[config.mk]
export PLATFORM = sky130hd
export DESIGN_NAME = keypad_event_gen
export DESIGN_NICKNAME = d
export VERILOG_FILES = /design/src/rtl/keypad_event_gen.sv
export SDC_FILE = /design/constraint.sdc
export NUM_CORES = 1
export LEC_CHECK = 0
export BUFFER_PORTS_ARGS = -buffer_cell sky130_fd_sc_hd__buf_2
export CAP_MARGIN = 20
export CORE_ASPECT_RATIO = 1.2
export CORE_MARGIN = 1.5
export CORE_UTILIZATION = 54
export CTS_CLUSTER_DIAMETER = 50
export DETAILED_ROUTE_END_ITERATION = 7
export PLACE_DENSITY_LB_ADDON = 0.3
export SETUP_SLACK_MARGIN = 0.5
export SYNTH_ARGS = -nofsm -noshare
export SYNTH_HDL_FRONTEND = slang
export SYNTH_SLANG_ARGS = --single-unit
export TNS_END_PERCENT = 20
[constraint.sdc]
create_clock -name clk -period 2.7 [get_ports clk]
set_input_delay 0.54 -clock clk [delete_from_list [all_inputs] [get_ports clk]]
set_output_delay 0.54 -clock clk [all_outputs]
set_load 0.05 [all_outputs]
[src/rtl/keypad_event_gen.sv]
// Debounces a 12-key pad and turns clean single-key presses into key-index events.
// Latency: event valid DEBOUNCE_CYCLES+3 edges after the first edge sampling a clean press.
// Backpressure: one-entry output buffer; events arriving while it is full are dropped and flagged in overflow.
module keypad_event_gen #(
    parameter int DEBOUNCE_CYCLES = 500000,
    parameter int CNT_W           = 20
) (
    input  logic        clk,
    input  logic        rst,
    input  logic [11:0] key_raw,
    output logic        evt_valid,
    input  logic        evt_ready,
    output logic [3:0]  evt_code,
    output logic [11:0] keys_db,
    output logic        overflow,
    output logic        multi_err
);

    localparam logic [CNT_W-1:0] CNT_MAX = CNT_W'(DEBOUNCE_CYCLES);

    typedef enum logic [1:0] {
        IDLE,
        ONE,
        MULTI
    } state_t;

    logic [11:0]      sync1;
    logic [11:0]      sync2;
    logic [CNT_W-1:0] cnt;
    state_t           state;

    logic             any_key;
    logic             single_key;
    logic [3:0]       key_idx;
    logic             new_evt;

    // sync1 holds the value sync2 takes next, so a mismatch clears the
    // counter on the very edge the synchronized vector changes.
    always_ff @(posedge clk or posedge rst) begin
        if (rst) begin
            sync1   <= '0;
            sync2   <= '0;
            cnt     <= '0;
            keys_db <= '0;
        end else begin
            sync1 <= key_raw;
            sync2 <= sync1;
            if (sync1 != sync2) begin
                cnt <= '0;
            end else if (cnt != CNT_MAX) begin
                cnt <= cnt + CNT_W'(1);
                if (cnt == CNT_MAX - CNT_W'(1)) begin
                    keys_db <= sync2;
                end
            end
        end
    end

    always_comb begin
        any_key    = |keys_db;
        single_key = any_key && ((keys_db & (keys_db - 12'd1)) == 12'd0);
        key_idx    = 4'd0;
        for (int i = 0; i < 12; i++) begin
            if (keys_db[i]) begin
                key_idx = 4'(i);
            end
        end
        new_evt = (state == IDLE) && single_key;
    end

    always_ff @(posedge clk or posedge rst) begin
        if (rst) begin
            state     <= IDLE;
            evt_valid <= 1'b0;
            evt_code  <= 4'd0;
            overflow  <= 1'b0;
            multi_err <= 1'b0;
        end else begin
            multi_err <= 1'b0;
            case (state)
                IDLE: begin
                    if (single_key) begin
                        state <= ONE;
                    end else if (any_key) begin
                        state     <= MULTI;
                        multi_err <= 1'b1;
                    end
                end
                ONE: begin
                    if (!any_key) begin
                        state <= IDLE;
                    end else if (!single_key) begin
                        state <= MULTI;
                    end
                end
                MULTI: begin
                    if (!any_key) begin
                        state <= IDLE;
                    end
                end
                default: state <= IDLE;
            endcase

            // A full buffer that is being accepted this edge can take the new event.
            if (new_evt) begin
                if (!evt_valid || evt_ready) begin
                    evt_valid <= 1'b1;
                    evt_code  <= key_idx;
                end else begin
                    overflow <= 1'b1;
                end
            end else if (evt_ready) begin
                evt_valid <= 1'b0;
            end
        end
    end

endmodule

# Yosys cells after proc, flatten, opt, wreduce, memory -nomap -nowiden
# Cells that the tools add are included.
totals:
  regBits: 65
  inputBits: 15
  word_cells: 62
classes:
  addsub: 2
  n_eq_ne: 9
  mux: 25
  bitwise_logic: 3
  reduce_logical: 14
ops:
  columns: ["cell", "count"]
  rows:
  - ["2-to-1 mux 20 bit", 2]
  - ["2-to-1 mux 4 bit", 10]
  - ["adder 20 x 1 -> 20 bit (second input constant)", 1]
  - ["== test 20 x 19 -> 1 bit (second input constant)", 1]
  - ["!= test 20 x 19 -> 1 bit (second input constant)", 1]
  - ["bitwise AND 12 bit", 1]
  - ["zero test 12 bit", 1]
  - ["!= test 12 bit", 1]
  - ["OR reduction 12 bit", 1]
  - ["subtractor 12 x 1 -> 12 bit (second input constant)", 1]
  - ["2-to-1 mux 2 bit", 5]
  - ["2-to-1 mux 1 bit", 7]
  - ["!= test 3 bit (second input constant)", 2]
  - ["case mux 2 bit (3 select lines)", 1]
  - ["AND reduction 2 bit", 3]
  - ["AND reduction 3 bit", 2]
  - ["nonzero test 2 bit", 2]
  - ["== test 2 x 1 -> 1 bit (second input constant)", 1]
  - ["== test 2 bit (second input constant)", 1]
  - ["logical AND 1 bit", 2]
  - ["zero test 2 bit", 1]
  - ["!= test 2 x 1 -> 1 bit (second input constant)", 1]
  - ["!= test 2 bit (second input constant)", 1]
  - ["inverter 1 bit", 2]
  - ["other kinds (2)", 2]

# Longest topological paths before layout
# Gate-level depths: netlist of run 1.
depth:
  word_depth: 11
  mapped_depth: 8
  mapped_depth_nobuf: 7

# Least setup slack after synthesis of run 1
# No wires, ideal clock.
synth_path:
  kind: "register to register"
  startpoint: "reg keys_db[1]"
  endpoint: "reg evt_code[1]"
  setup_ps: 125
  arrival_time_ps: 2351
  setup_slack_ps: 224
  stages_incl_launch_ff: 7
  n_path_buf: 0
  period_less_slack_ps: 2476
  path_cell_list: "dfrtp_1 or4_4 nor4_4 a32oi_1 a21o_1 nor3b_4 mux2_2"
synth_between:
  elab_chain_cells: 6
  word_cells_on_any_way: 7
  cone_classes: "add/sub: 1; bitwise: 1; reduce/logical: 5"
synth_rtl:
  columns: ["item", "line_no", "text"]
  rows:
  - ["start: declaration", "14", "output logic [11:0] keys_db,"]
  - ["start signal: assignment", "53", "keys_db <= sync2;"]
  - ["subtractor 12 x 1 -> 12 bit", "61", "single_key = any_key && ((keys_db & (keys_db - 12'd1)) == 12'd0);"]
  - ["bitwise AND 12 bit", "61", null]
  - ["zero test 12 bit", "61", null]
  - ["logical AND 1 bit *", "61", null]
  - ["logical AND 1 bit *", "68", "new_evt = (state == IDLE) && single_key;"]
  - ["AND reduction 2 bit (no line) *", null, null]
  - ["end signal: assignment", "108", "evt_code <= key_idx;"]
  - ["end: declaration", "13", "output logic [3:0] evt_code,"]
# Mark *: on every way between the ends. The rest lies on a longest branch, timed or not.
# A chain may end at the register's enable or synchronous reset.

# Worst setup path after layout of run 1
layout_path:
  startpoint: "reg keys_db[5]"
  endpoint: "reg evt_code[1]"
layout_between:
  elab_chain_cells: 7
  word_cells_on_any_way: 14
  cone_classes: "add/sub: 1; mux: 7; bitwise: 1; reduce/logical: 5"
layout_rtl:
  columns: ["item"]
  rows:
  - ["parallel branches: the longest is 7 deep, another holds subtractor 12 x 1 -> 12 bit"]
# Parallel ways; which one is timed is not known.

==> impl_metrics.toml, run 1 <==
[critical_path]
crit_path_start_kind = "register"
worstSetupPathType = "register to register"
cpMaxStageDelayCell = "or4_4"
arrival_ns = 2.52
end_kind = "register"
cp.required_ns = 2.93
cp_cell_sequence = "or4_4 -> nor4_4 -> a32oi_1 -> a21o_1 -> nor3b_4 -> mux2_2"
cpPeakStageDelay_ns = 0.58
path_max_fanout = 4
rrSetupSlack_ns = 0.41

[timing]
fin_crit_ns = 2.29
report.final.slew_viol_count = 0
hold_viol = 0
fmax_ghz = 0.436
period_share = 0.850
rsz0062_at_grt = "yes"
finalSetupViolCount = 0
setup_tns_ns = 0
worst_slew_pin_slew_ns = 0.681
slew_headroom = 0.545
fin_skew_ns = 0.0119

[yosys]
synthTopCellsByArea = "dfrtp_1 59%, xor2_1 7.3%, mux2_2 4.5%, nor2_1 3.6%, nand2_1 2.1%"
synth_ff_type = "dfrtp_1"
netlist_top_cells_count = "65 x dfrtp_1, 26 x nor2_1, 23 x xor2_1"
async_reset_ff_frac = 1.00
seq_area_frac_synth = 0.593
netlist_instances = 236
synth.most_common_cell = "dfrtp_1"
synth_top_area_frac = 0.593
syn_avg_cell_area_um2 = 11.6
netlist_area_mm2 = 0.00274
synth_edf_count = 0
synth_nets = 253
ys_types = 37
synth_warnings = 0
yosys.area.top_type = "dfrtp_1"
yosys_register_bits = 65

[route]
drc = 0
wl_mm = 5.39
vias = 1925
ant_nets = 0
dr.first_iter.drc_count = 165
viasPerCell = 5.50
dr.pass1.iters = 4
wire_per_inst_um = 15.4

[placement]
dp_hpwl_mm = 3.64
portBuffers = 33
place_congestion = 0.812
placed_cells = 327

[layout]
fillerInstances = 394
area_growth_pct = 20.3
multi_input_area_mm2 = 0.00107
drive_above_1_share = 0.290
register_area_mm2 = 0.00163
diodes = 0
fin_nets = 302
fin_cells = 350

[job]
drv_cap = 0

[floorplan]
rows = 28
dieArea_mm2 = 0.00552
die_w_um = 68.1
io_pins = 34
die_h_um = 81.1
initial_utilization = 0.559
coreArea_mm2 = 0.00490

[grt]
grt_util_all_layers = 0.221
grt_pass1_wl_mm = 8.80
antenna_found_initial = 0
grt_max_degree = 37
first_global_vias = 1906
overflow = 0

[power_and_ir_drop]
p_leak_nw = 1.49
peakVddDrop_v = 0.000298
p_per_area_mw_per_mm2 = 601

[status]
outcome = "completed"

[clock_tree]
clockBufferDepth = 2
cts.clk_slew.worst_paths_ns = 0.07
clock-sinks = 65
cts_made_buffers = 9
cts_hold_buffers = 0
htreeDepth = 3
cts_root_buf = "clkbuf_8"
insertion_delay_ns = 0.35
cts_tree = "yes"

[hold_path]
min_path_type = "input port to async pin"
cells in the final DEF (no fill, tap or decap), types with 2 or more instances in the layout:
cell        count
nand3_1         6
dfrtp_2         6
xnor2_1         4
nor4_4          2
mux2_2         10
nor3_1          3
or3_1           7
clkbuf_8       10
o21ai_0        11
nand2b_1        2
dfrtp_1        59
nor2_1         26
a21oi_1        10
bufinv_16       2
mux2i_1         2
buf_2          33
nor4_1          6
clkinvlp_4      3
nand4_1         6
inv_1           9
buf_4           9
nand2_1        15
xor2_1         23
o31ai_1         2
ha_1            2
report_power, final:
group / switching (W) / leakage (nW) / internal [W]
clock network: 0.000383 / 0.105 / 0.000546
logic: 0.0000293 / 0.554 / 0.0000185
registers: 0.0000138 / 0.832 / 0.000992
total: 0.000426 / 1.49 / 0.00156
registers in the layout, indices dropped and copies added, names as in the netlist:
name	cells
cnt	20
evt_code	4
evt_valid	1
keys_db	12
multi_err	1
overflow	1
state	2
sync1	12
sync2	12
layout make-up:
cell class / instances / share of cell area
Clock buffer: 10 / 0.0417
Tap cell: 60 / 0.0228
Clock inverter: 6 / 0.0277
Sequential cell: 65 / 0.495
Inverter: 10 / 0.0114
Multi-Input combinational cell: 156 / 0.325
Timing Repair Buffer: 43 / 0.0766
cell families (layout without fill, tap and decap cells):
family,Yosys count,count (layout),synth area share
XOR/XNOR,27,27,0.0862
adder cells (fa/ha/maj),3,3,0.0128
multiplexers,13,13,0.0525
flip-flops,65,65,0.593
AND/OR/NAND/NOR,84,84,0.172
buffers and inverters,15,69,0.0219
AO/OA/AOI/OAI,29,29,0.0620
what timing repair did:
action | 4_1_cts | 5_1_grt
pin swaps | 3 | 2
setup endpoints to repair | 4 | 12
setup buffers | 6 | 1
resized for setup | 3 | 0
final timing paths:
kind / depth (start not counted) / endpoint / start
max: 6 / evt_code[1] / keys_db[5]
min: 2 / overflow / rst
max reg2reg: 6 / evt_code[1] / keys_db[5]
min reg2reg: 0 / sync2[9] / sync1[9]
max in group asynchronous: 3 / keys_db[5] / rst
min in group clk: 1 / sync1[4] / key_raw[4]
through the flow:
step                      power [W]  setup slack, ns  instance area [um^2]  utilization  hold WS, ns
after detailed placement    0.00107            0.345                  3000        0.612        0.382
after global routing        0.00205            0.337                  3300        0.673        0.281
after global placement      0.00107            0.395                  3000        0.612        0.375
final                       0.00198            0.405                  3300        0.673        0.291
after floorplan             0.00105            0.342                  2750            -        0.372
after CTS                   0.00200            0.420                  3290        0.671        0.284
per-layer routing:
metal  global-route usage  wire [um]  vias up
li1                     -          -      915
met1                0.268       2190      944
met2                0.356       2850       51
met3               0.0457        208       15
met4                0.136        142        0
met5                    0          0        -
worst max-delay path: cells and delay by family, from the launching register on:
family	cells	cell delay [ns]
compound gates	2	0.37
flops	1	0.40
mux	1	0.37
simple gates	3	1.04
No activity file was read; power rests on OpenSTA's default activity.
==> run 2, diff against run 1 <==
Clock period 2.7 ns to 2.2 ns, I/O delays scaled along.
==> run 2 against run 1 <==
The flow now finishes with violations (setup timing). Maximum frequency increased by 0.11%. Clock power decreased by 1%. Utilization increased by 6.6 points. Clock skew decreased by 0.0030 ns. Non-clock buffer count increased by 20. Register-to-register slack got worse by 0.50 ns. Sequential cell count unchanged.
==> impl_metrics.toml, run 2 (synthesis gave the netlist of run 1 again) <==
[timing]
fmax_ghz = 0.436
fin_crit_ns = 2.29
slew_headroom = 0.763
worst_slack_ns = -0.0923
finalSetupViolCount = 15
report.final.slew_viol_count = 0
hold_viol = 0
fin_skew_ns = 0.00889
period_share = 1.04
setup_tns_ns = -0.903
worst_slew_pin_slew_ns = 0.353
rsz0062_at_grt = "yes"

[critical_path]
path_max_fanout = 4
cpPeakStageDelay_ns = 0.57
worstSetupPathType = "register to register"
cp_cell_sequence = "or4_4 -> o31ai_1 -> a32oi_1 -> a21o_1 -> nor3b_4 -> mux2_2"
end_kind = "register"
crit_path_start_kind = "register"
crit_family = "simple AND/OR/NAND/NOR gates"
cpMaxStageDelayCell = "or4_4"
cp.required_ns = 2.43
arrival_ns = 2.52
cp.buffers_inverters = 0

[power_and_ir_drop]
p_leak_nw = 1.64
p_per_area_mw_per_mm2 = 611
peakVddDrop_v = 0.000521

[grt]
grt_max_degree = 66
antenna_found_initial = 0
first_global_vias = 1999
overflow = 0
grt_util_all_layers = 0.231
grt_pass1_wl_mm = 9.06

[job]
drv_cap = 0

[route]
drc = 0
dr.first_iter.drc_count = 88
ant_nets = 0
vias = 2060
viasPerCell = 5.57
dr.pass1.iters = 5
wl_mm = 5.97
wire_per_inst_um = 16.1

[clock_tree]
cts.clk_slew.worst_paths_ns = 0.07
cts_made_buffers = 9
htreeDepth = 3
clockBufferDepth = 2
clock-sinks = 65
cts_tree = "yes"
cts_root_buf = "clkbuf_8"
insertion_delay_ns = 0.34
cts_hold_buffers = 0

[layout]
fin_nets = 322
final_util = 0.739
design_area_mm2 = 0.00362
layout_common_cells = "54 x dfrtp_1, 33 x buf_2, 23 x xor2_1, 23 x nor2_1, 22 x buf_4"
largest_reg_flops = 20
diodes = 0
area_growth_pct = 32.2
largest_register = "cnt"
final_common_cell = "dfrtp_1"
drive_above_1_share = 0.416
fillerInstances = 338

[status]
outcome = "finished with violations"
violations = "setup timing"

[floorplan]
rows = 28
coreArea_mm2 = 0.00490
die_h_um = 81.1
dieArea_mm2 = 0.00552
die_w_um = 68.1
io_pins = 34
initial_utilization = 0.559

[placement]
dp_hpwl_mm = 3.73
post-place-ws_ns = -0.0434
portBuffers = 33
postPlaceCellArea_mm2 = 0.00315
place_congestion = 0.764

[hold_path]
min_path_type = "input port to async pin"
-- run 2: changes by cell type in the layout (fill, tap and decap cells not counted), sizes merged --
cell    before  now
buf         43   62
bufinv       2    0
clkinv       1    3
clkbuf      10   12
inv         10    9
-- run 2: worst paths after layout --
check	start	endpoint	slack [ns]	cells after the start
worst max-delay path	keys_db[1]	evt_code[3]	-0.09	6
worst min-delay path	rst	sync2[9]	0.17	3
worst max register to register	keys_db[1]	evt_code[3]	-0.09	6
worst min register to register	sync1[3]	sync2[3]	0.39	0
max in group asynchronous	rst	cnt[6]	1.74	3
min in group clk	key_raw[8]	sync1[8]	0.20	1
-- run 2: metal layers --
metal,track usage,wire length [um],up-vias
met1,0.263,2400,1019
met3,0.0637,228,16
met2,0.399,3190,64
li1,-,-,961
met4,0.104,153,0
met5,0,0,-
-- run 2: worst register-to-register path: cells and delay by family (launching register included) --
kind / cells / cell delay (ns)
multiplexers: 1 / 0.38
AO/OA/AOI/OAI: 3 / 0.55
AND/OR/NAND/NOR: 2 / 0.84
flip-flops: 1 / 0.40
-- run 2: final cells by class --
type / instances / area (um^2) / share of cell area
clock inverters: 5 / 30.0 / 0.00828
multi-input cells: 156 / 1220 / 0.336
well taps: 60 / 75.1 / 0.0207
clock buffers: 11 / 151 / 0.0418
repair buffers: 63 / 469 / 0.129
flip-flops and latches: 65 / 1640 / 0.453
inverters: 10 / 41.3 / 0.0114
-- run 2: report_power, final --
part / switching [W] / leakage (nW) / internal [W]
logic: 0.0000360 / 0.723 / 0.0000237
registers: 0.0000189 / 0.824 / 0.00122
clock network: 0.000456 / 0.0911 / 0.000464
total: 0.000511 / 1.64 / 0.00170
-- run 2: metrics by stage --
stage               instances  hold WS [ns]  power [W]
floorplan                 236         0.372    0.00128
global placement          344         0.374    0.00131
detailed placement        344         0.383    0.00132
CTS                       364         0.183    0.00223
global route              370         0.192    0.00229
finish                    370         0.174    0.00222
-- run 2: what timing repair did --
item	in CTS	in global routing
cloned	1	0
pin swaps	24	22
endpoints found under the setup margin	29	34
gates resized for setup	29	22
buffers inserted	3	6
==> run 3, diff against run 2 <==
Settings changed: GPL_TIMING_DRIVEN set to 0, SKIP_CTS_REPAIR_TIMING set to 1.
==> run 3 against run 2 <==
The flow still finishes with violations (setup timing). Critical endpoint unchanged. Clock power rose by 26%. Cell count fell by 3.0%. Clock-buffer cell count fell by 1.
==> impl_metrics.toml, run 3 (synthesis gave the netlist of run 1 again) <==
[placement]
portBuffers = 33
dp_hpwl_mm = 3.62
place_congestion = 0.729
placed_cells = 330
postPlaceCellArea_mm2 = 0.00302

[layout]
largest_register = "cnt"
largest_reg_flops = 20
fin_nets = 311
layout_common_cells = "57 x dfrtp_1, 33 x buf_2, 25 x nor2_1"
fin_cells = 359
design_area_mm2 = 0.00343
drive_above_1_share = 0.331
area_growth_pct = 25.0
diodes = 0
final_common_cell = "dfrtp_1"

[floorplan]
dieArea_mm2 = 0.00552
io_pins = 34
coreArea_mm2 = 0.00490
initial_utilization = 0.559
die_w_um = 68.1
die_h_um = 81.1
rows = 28

[critical_path]
worstSetupPathType = "register to register"
cpPeakStageDelay_ns = 0.59
arrival_ns = 2.62
rr_endpoint = "evt_code[3]"
crit_start = "keys_db[1]"
cp.required_ns = 2.43
cp_cell_sequence = "or4_4 -> nor4_4 -> a32oi_1 -> a21o_2 -> nor3b_4 -> buf_6 -> mux2_4"
rrSetupSlack_ns = -0.19
r2r_start = "keys_db[1]"
path_max_fanout = 6
worstRegToRegCells = 7
crit_path_start_kind = "register"
cpMaxStageDelayCell = "or4_4"
end_kind = "register"

[timing]
rsz0062_at_grt = "yes"
hold_viol = 0
period_share = 1.09
report.final.slew_viol_count = 0
worst_slack_ns = -0.192
setup_tns_ns = -0.556
slew_headroom = 0.586
worst_slew_pin_slew_ns = 0.619
fin_crit_ns = 2.39
fin_skew_ns = 0.0138
finalSetupViolCount = 7
fmax_ghz = 0.418

[grt]
first_global_vias = 1908
overflow = 0
grt_util_all_layers = 0.216
antenna_found_initial = 0
grt_max_degree = 39
grt_pass1_wl_mm = 8.58

[status]
violations = "setup timing"
outcome = "finished with violations"

[route]
drc = 0
dr.first_iter.drc_count = 77
wl_mm = 5.51
vias = 1957
dr.pass1.iters = 4
ant_nets = 0
viasPerCell = 5.45
wire_per_inst_um = 15.3

[power_and_ir_drop]
peakVddDrop_v = 0.000595
p_leak_nw = 1.52
p_per_area_mw_per_mm2 = 715
finalPower_w = 0.00245

[job]
drv_cap = 0

[clock_tree]
insertion_delay_ns = 0.34
clockBufferDepth = 2
cts_root_buf = "clkbuf_8"
htreeDepth = 3
cts.clk_slew.worst_paths_ns = 0.08
cts_tree = "yes"
clock-sinks = 65
cts_made_buffers = 9

[hold_path]
min_path_type = "input port to async pin"
[run 3: cell count changes in the layout (fill, tap and decap cells not counted), sizes merged]
cell / change
clkbuf: +2
bufinv: +2
buf: -14
clkinvlp: +1
clkinv: -2
[run 3: power breakdown]
group / switching, W / total (W) / internal (W)
sequential: 0.0000165 / 0.00123 / 0.00122
clock: 0.000489 / 0.00116 / 0.000670
combinational: 0.0000369 / 0.0000605 / 0.0000236
total: 0.000542 / 0.00245 / 0.00191
[run 3: worst max-delay path by stage]
stage,slack [ns],end
6_report,-0.19,evt_code[3]
3_3_place_gp,-0.26,keys_db[1]
3_5_place_dp,-0.31,keys_db[1]
5_1_grt,-0.24,evt_code[3]
2_1_floorplan,-0.16,evt_code[1]
4_1_cts,-0.33,keys_db[1]
[run 3: stage by stage]
stage | setup slack, ns | hold WS, ns | utilization
5_1_grt | -0.242 | 0.188 | 0.699
3_3_place_gp | -0.258 | 0.375 | 0.611
4_1_cts | -0.332 | 0.185 | 0.662
6_report | -0.192 | 0.165 | 0.699
2_1_floorplan | -0.158 | 0.372 | -
3_5_place_dp | -0.310 | 0.378 | 0.615
[run 3: cell type report]
| type | instances | area [um^2] |
|---|---|---|
| sequential | 65 | 1640 |
| fill | 367 | 1480 |
| multi-input combinational | 156 | 1130 |
| timing repair buffer | 47 | 287 |
| clock buffer | 10 | 138 |
| clock inverter | 6 | 91.3 |
| tap | 60 | 75.1 |
| inverter | 10 | 41.3 |
| buffer | 5 | 28.8 |
[run 3: per-layer routing]
layer | vias up | GRT usage | share of wire
li1 | 932 | - | -
met3 | 9 | 0.0471 | 0.033
met5 | - | 0 | 0
met2 | 42 | 0.366 | 0.54
met4 | 0 | 0.112 | 0.018
met1 | 974 | 0.253 | 0.41
[run 3: worst max-delay path, delay by kind of cell, from the launching register on]
kind                   cells  cell delay [ns]
flip-flops                 1             0.45
multiplexers               1             0.29
AND/OR/NAND/NOR            3             1.01
AO/OA/AOI/OAI              2             0.39
buffers and inverters      1             0.15
